`config.mk`:
```
export PLATFORM = sky130hd
export DESIGN_NAME = reg_file_flat
export DESIGN_NICKNAME = d
export VERILOG_FILES = /design/src/rtl/reg_file_if.sv /design/src/rtl/reg_file.sv /design/src/flat_wrapper.sv
export SDC_FILE = /design/constraint.sdc
export NUM_CORES = 1
export LEC_CHECK = 0
export BUFFER_PORTS_ARGS = -buffer_cell sky130_fd_sc_hd__buf_4
export CORE_MARGIN = 1.5
export CORE_UTILIZATION = 25
export CTS_CLUSTER_SIZE = 25
export DETAILED_ROUTE_END_ITERATION = 6
export GPL_TIMING_DRIVEN = 0
export PLACE_DENSITY_LB_ADDON = 0.15
export SYNTH_ARGS = -nofsm -noshare
export SYNTH_HDL_FRONTEND = slang
export SYNTH_SLANG_ARGS = --single-unit
```
`constraint.sdc`:
```
create_clock -name clk -period 5.9 [get_ports clk]
set_input_delay 1.77 -clock clk [delete_from_list [all_inputs] [get_ports clk]]
set_output_delay 1.77 -clock clk [all_outputs]
set_load 0.02 [all_outputs]
```
`src/rtl/reg_file_if.sv`:
```
// Register-file access bundle: two combinational read ports, one write port and ready.
// The core side uses the master modport; reg_file uses the slave modport.
interface reg_file_if #(
    parameter int XLEN   = 32,
    parameter int ADDR_W = 5
);
    logic [ADDR_W-1:0] rs1_a;
    logic [ADDR_W-1:0] rs2_a;
    logic [XLEN-1:0]   rs1_d;
    logic [XLEN-1:0]   rs2_d;
    logic [ADDR_W-1:0] rd_a;
    logic [XLEN-1:0]   rd_d;
    logic              rd_we;
    logic              ready;

    modport master (
        output rs1_a, rs2_a, rd_a, rd_d, rd_we,
        input  rs1_d, rs2_d, ready
    );

    modport slave (
        input  rs1_a, rs2_a, rd_a, rd_d, rd_we,
        output rs1_d, rs2_d, ready
    );
endinterface

```
`src/rtl/reg_file.sv`:
```
// Integer register file: 2 async read ports, 1 sync write port, post-reset clear of x1..x(NREG-1).
// Optional macro REG_FILE_BYPASS_EN enables same-cycle write-through to the read ports.
module reg_file #(
    parameter int XLEN   = 32,
    parameter int NREG   = 32,
    parameter int ADDR_W = 5
) (
    input  logic       clk,
    input  logic       rst,
    reg_file_if.slave  bus
);
    localparam logic [0:0]        ST_CLEAR  = 1'b0;
    localparam logic [0:0]        ST_RUN    = 1'b1;
    localparam logic [ADDR_W-1:0] LAST_ADDR = ADDR_W'(NREG - 1);

    logic [0:0]        state_reg, state_next;
    logic [ADDR_W-1:0] cnt_reg, cnt_next;
    logic              ready_reg, ready_next;

    logic [XLEN-1:0]   mem [NREG];

    logic              wr_en;
    logic [ADDR_W-1:0] wr_addr;
    logic [XLEN-1:0]   wr_data;

    // The clear shares the single write port; user writes only reach it in RUN.
    always_comb begin
        state_next = state_reg;
        cnt_next   = cnt_reg;
        ready_next = ready_reg;
        wr_en      = 1'b0;
        wr_addr    = bus.rd_a;
        wr_data    = bus.rd_d;
        case (state_reg)
            ST_CLEAR: begin
                wr_en    = 1'b1;
                wr_addr  = cnt_reg;
                wr_data  = '0;
                cnt_next = cnt_reg + 1'b1;
                if (cnt_reg == LAST_ADDR) begin
                    state_next = ST_RUN;
                    ready_next = 1'b1;
                end
            end
            default: begin
                wr_en = bus.rd_we;
            end
        endcase
    end

    always_ff @(posedge clk or negedge rst) begin
        if (!rst) begin
            state_reg <= ST_CLEAR;
            cnt_reg   <= ADDR_W'(1);
            ready_reg <= 1'b0;
        end else begin
            state_reg <= state_next;
            cnt_reg   <= cnt_next;
            ready_reg <= ready_next;
        end
    end

    // x0 is never stored; its reads are tied to zero below.
    always_ff @(posedge clk) begin
        if (wr_en && (wr_addr != '0)) begin
            mem[wr_addr] <= wr_data;
        end
    end

    logic [XLEN-1:0] rd_port_d [2];

    generate
        for (genvar gi = 0; gi < 2; gi++) begin : g_read
            logic [ADDR_W-1:0] addr;
            logic [XLEN-1:0]   data;

            assign addr = (gi == 0) ? bus.rs1_a : bus.rs2_a;

            always_comb begin
                data = '0;
                if ((state_reg == ST_RUN) && (addr != '0)) begin
                    data = mem[addr];
`ifdef REG_FILE_BYPASS_EN
                    if (bus.rd_we && (bus.rd_a == addr)) begin
                        data = bus.rd_d;
                    end
`endif
                end
            end

            assign rd_port_d[gi] = data;
        end
    endgenerate

    assign bus.rs1_d = rd_port_d[0];
    assign bus.rs2_d = rd_port_d[1];
    assign bus.ready = ready_reg;
endmodule

```
`src/flat_wrapper.sv`:
```
// flat-port wrapper written by rule: the top's interface ports become plain ports
module reg_file_flat 
#(
    parameter int XLEN   = 32,
    parameter int NREG   = 32,
    parameter int ADDR_W = 5
)
  (clk, rst, bus_rs1_a, bus_rs2_a, bus_rd_a, bus_rd_d, bus_rd_we, bus_rs1_d, bus_rs2_d, bus_ready);
  reg_file_if #(.XLEN(XLEN), .ADDR_W(ADDR_W)) bus_i ();
  input  logic clk;
  input  logic rst;
  input wire logic [$bits(bus_i.rs1_a)-1:0] bus_rs1_a;
  input wire logic [$bits(bus_i.rs2_a)-1:0] bus_rs2_a;
  input wire logic [$bits(bus_i.rd_a)-1:0] bus_rd_a;
  input wire logic [$bits(bus_i.rd_d)-1:0] bus_rd_d;
  input wire logic [$bits(bus_i.rd_we)-1:0] bus_rd_we;
  output wire logic [$bits(bus_i.rs1_d)-1:0] bus_rs1_d;
  output wire logic [$bits(bus_i.rs2_d)-1:0] bus_rs2_d;
  output wire logic [$bits(bus_i.ready)-1:0] bus_ready;
  assign bus_i.rs1_a = bus_rs1_a;
  assign bus_i.rs2_a = bus_rs2_a;
  assign bus_i.rd_a = bus_rd_a;
  assign bus_i.rd_d = bus_rd_d;
  assign bus_i.rd_we = bus_rd_we;
  assign bus_rs1_d = bus_i.rs1_d;
  assign bus_rs2_d = bus_i.rs2_d;
  assign bus_ready = bus_i.ready;
  reg_file #(.XLEN(XLEN), .NREG(NREG), .ADDR_W(ADDR_W)) u_core (.clk(clk), .rst(rst), .bus(bus_i));
endmodule
```
# After elaboration in Yosys (flattened, before gate mapping)
# Memories as Yosys holds them, arrays and structs flattened.
# Cells that the tools add are included.
dict set report op_classes {
  add_sub_neg 1
  eq_ne 1
  muxes 9
  n_bitwise 1
  n_reduce_logical 7
}
# cell count
set op_table {}
lappend op_table {{$mux 32} 3}
lappend op_table {{$reduce_bool 5->1} 3}
lappend op_table {{$add 5x1->5 const B} 1}
lappend op_table {{$eq 5x5->1 const B} 1}
lappend op_table {{$mux 1} 5}
lappend op_table {{$mux 5} 1}
lappend op_table {{$logic_and 1x1->1} 3}
lappend op_table {{$reduce_and 2->1} 1}
lappend op_table {{$not 1->1} 1}
dict set report word_totals {
  regBits 7
  mem_bits_rw 1024
  in_bits 50
  out_inout_bits 65
  mem_count 1
}
# memory words word_bits read_ports rd_ports_with_merged_regs wr line_no
set memory_table {}
lappend memory_table {u_core.mem 32 32 2 0 1 reg_file.sv:20} ;# logic [XLEN-1:0] mem [NREG];

# Depth between registers and ports, before layout
dict set report depth {
  ltp_word 5
  depth_mapped 8
  mapped_depth_nobuf 4
}

# Worst setup path after synthesis
# No wires, ideal clock.
dict set report synth_timing {
  path_type {in2out}
  from {input port bus_rs1_a[1]}
  to {output port bus_rs1_d[16]}
  arrival_time_ns 3.387
  t_required_ns 4.130
  slack_ns 0.743
  cell_stages 7
  path_cell_list {buf_2 -> buf_2 -> clkbuf_1 -> nor2_1 -> a221oi_1 -> o21ai_1 -> a31oi_1}
}
dict set report synth_between {
  elab_chain_len 3
  elab_cells_between_ends 4
  classes_between {mux (1); reduce/logical (2); memory (1)}
}
# item line_no
set synth_rtl {}
lappend synth_rtl {{from (decl)} flat_wrapper.sv:12} ;# input wire logic [$bits(bus_i.rs1_a)-1:0] bus_rs1_a;
lappend synth_rtl {{branches (longest 2 deep; another with $mem_v2 32x32)} n/a}
lappend synth_rtl {{$mux 32 (*)} reg_file.sv:81} ;# if ((state_reg == ST_RUN) && (addr != '0)) begin
lappend synth_rtl {{to (decl)} flat_wrapper.sv:17} ;# output wire logic [$bits(bus_i.rs1_d)-1:0] bus_rs1_d;
# Mark *: on every way between the ends.

# Worst setup path after layout
dict set report layout_timing {
  from {input port bus_rs2_a[2]}
  to {output port bus_rs2_d[5]}
}
dict set report layout_between {
  elab_chain_len 3
  elab_cells_between_ends 4
  classes_between {mux (1); reduce/logical (2); memory (1)}
}
# item line_no
set layout_rtl {}
lappend layout_rtl {{from (decl)} flat_wrapper.sv:13} ;# input wire logic [$bits(bus_i.rs2_a)-1:0] bus_rs2_a;
lappend layout_rtl {{branches (longest 2 deep; another with $mem_v2 32x32)} n/a}
lappend layout_rtl {{$mux 32 (*)} reg_file.sv:81}
lappend layout_rtl {{to (decl)} flat_wrapper.sv:18} ;# output wire logic [$bits(bus_i.rs2_d)-1:0] bus_rs2_d;
# Marks and branches as above.

==> reports/metrics.cfg <==
[sta]
finalSetupViolCount = 6
relSlewSlack = 0.0729
fin_tns_setup_ns = -0.0744
rsz0062_at_grt = true
fin_crit_ns = 5.93
tightest_slew_ns = 1.39
fin_ws_ns = -0.0282
drv_slew = 0
clock-skew-final_ns = 0.0225
period_share = 1.00
hold_slack_ns = 0.490
max_freq_mhz = 169
hold_violations = 0

[floorplan]
dieArea_um2 = 193000
core_um2 = 188000
ioPinCount = 115
fp.dieW_um = 439
initial_core_util = 0.253
fp.dieH_um = 439
fp-row-count = 159

[worst_setup_path]
arrival_ns = 4.16
cp_max_fo = 10
worst_setup_path_end_kind = output pin
crit_path_start_kind = primary input
crit_type = in -> out
r2r_setup_slack_ns = 1.95
required_ns = 4.13

[synthesis]
yosysWarnings = 0
ys_seq_elements = 1031
synth-simple-area-share = 0.0155
synth_compound_area_frac = 0.0434
synthMuxAreaShare = 0.270
synthCells = 2338
async_flop_share = 0.00679
netlist_area_um2 = 47600
synth_ff_type = edfxtp_1
synth_top_family_by_area = multiplexers
ys_seq_area_frac = 0.650
yosys.cell_types.count = 51
synth_area_leaders = edfxtp_1 (65%), mux4_2 (22%), mux2i_1 (5.2%), o221ai_1 (1.0%), a22o_1 (0.86%)
syn_area_per_cell_um2 = 20.4
synth-xor-area-share = 0.000552
synth_edf_count = 1024
synth_top_area_cell = edfxtp_1
yosys.area.top_type_share = 0.646
synth_adder_area_share = 0.000526

[global_route]
grt_pass1_wl_um = 259000
grt_usage = 0.198
grt_max_degree = 33
grt_pass1_vias = 29100
antenna_found_initial = 6
grt-ovfl-total = 0

[placed_design]
dp_worst_setup_slack_ns = -1.78
post-dp-hpwl_um = 136000
port-buffer-count = 111
gp_congestion = 0.828

[flow_run]
drv_cap = 0

[detailed_routing]
wl_per_cell_um = 36.9
detail-route-antenna-nets = 0
vias = 27600
drtIter0Drc = 3369
drc = 0
wl_um = 193000
viasPerCell = 5.28
firstDrtPassIters = 7

[clock_tree]
clock_tree.root_cell = clkbuf_16
cts_hold_buf = 0
cts_sinks = 1031
numCtsBuffers = 117
cts_tree = done
clk_pin_slew_ns = 0.05
worstSkewPairLatency_ns = 0.75
cts_max_path_buffers = 3
htree_levels = 3

[status]
outcome = finished, violations left
violations = negative setup slack

[cells_and_area]
area_growth_pct = 21.6
fillCellCount = 18100
largest_reg_flops = 1024
final_nets = 2694
utilization = 0.307
drive_above_1_share = 0.397

[hold_path]
min_path_type = reg -> reg

[pwr]
power.total_mw = 16.9
peakVddDrop_mv = 0.236
power.density_nw_per_um2 = 292
leakage_nw = 18.4

## kinds of logic after synthesis
family,count (synthesis)
buffers and inverters,193
AO/OA/AOI/OAI,253
multiplexers,710
adder cells (fa/ha/maj),2
AND/OR/NAND/NOR,145
other,1
XOR/XNOR,3
flip-flops,1031
## cells in the mapped netlist, types with 20 or more instances
master    instances
a211oi_1         23
a22o_1           47
and2_1           33
buf_2            61
buf_4            21
clkbuf_1         87
edfxtp_1       1024
mux2i_1         248
mux4_2          460
nand2_1          20
nor2_1           39
nor3_1           25
o221ai_1         55
o22a_1           32
o22ai_1          23
## cell usage in the layout, fill, tap and decap left out, types with 9 or more instances in the layout
| master | n |
|---|---|
| clkbuf_16 | 120 |
| buf_8 | 13 |
| and2_1 | 27 |
| buf_6 | 37 |
| mux2i_1 | 245 |
| buf_4 | 146 |
| clkbuf_2 | 45 |
| clkinv_2 | 20 |
| nor3_4 | 11 |
| clkinv_1 | 32 |
| edfxtp_1 | 1024 |
| buf_2 | 10 |
| o22a_2 | 18 |
| nand2_1 | 20 |
| a2111oi_2 | 11 |
| o221ai_1 | 48 |
| buf_12 | 34 |
| mux4_2 | 460 |
| a22o_1 | 47 |
| o22ai_1 | 23 |
| clkbuf_1 | 42 |
| a221oi_1 | 9 |
| a2111oi_4 | 9 |
| clkbuf_4 | 25 |
| nor2_4 | 31 |
| o22a_1 | 14 |
| buf_16 | 16 |
| conb_1 | 32 |
| a211oi_4 | 15 |
| o21ai_1 | 9 |
## metal layers
layer,GRT usage,vias to the layer above,share of wire
li1,-,10900,-
met1,0.261,15300,0.41
met2,0.327,1228,0.48
met3,0.0299,246,0.059
met4,0.0810,0,0.044
met5,0,-,0
## final timing paths
path | start | end | depth (start not counted)
worst max-delay path | bus_rs2_a[2] | bus_rs2_d[5] | 7
worst min-delay path | u_core.cnt_reg[2] | u_core.cnt_reg[2] | 1
worst max register to register | u_core.state_reg | u_core.mem[8][14] | 4
worst min register to register | u_core.cnt_reg[2] | u_core.cnt_reg[2] | 1
max in group asynchronous | rst | u_core.cnt_reg[0] | 1
min in group asynchronous | rst | u_core.cnt_reg[4] | 1
## power breakdown
group | internal, mW | total [mW] | switching, mW | leakage, nW
logic | 0.654 | 1.79 | 1.14 | 7.32
clock network | 3.92 | 6.98 | 3.06 | 1.75
registers | 8.09 | 8.10 | 0.0100 | 9.33
## layout make-up
class | count | area [um2] | share of cell area
Sequential cell | 1031 | 30900 | 0.534
Multi-Input combinational cell | 1145 | 16800 | 0.291
Tap cell | 2495 | 3120 | 0.0539
Clock buffer | 150 | 3120 | 0.0538
Timing Repair Buffer | 158 | 1830 | 0.0317
Buffer | 185 | 1550 | 0.0268
Clock inverter | 67 | 464 | 0.00802
Inverter | 4 | 15.0 | 0.000259
Antenna cell | 1 | 2.50 | 0.0000432
## metrics by stage
stage          std cells  area (um2)
2_1_floorplan       2369       47700
3_3_place_gp        4975       51700
3_5_place_dp        5018       52900
4_1_cts             5235       57700
5_1_grt             5236       57900
6_report            5236       57900
## critical path: stages
cell	delay (ns)
buf_4	0.14
buf_4	0.30
buf_4	0.42
buf_2	0.51
mux2i_1	0.42
o221ai_1	0.31
buf_4	0.26
## what timing repair did
action | 4_1_cts | 5_1_grt
pin swaps | 13 | 5
setup endpoints to repair | 64 | 37
resized for setup | 376 | 32
setup buffers | 4 | 0
No activity file was read; power rests on OpenSTA's default activity.
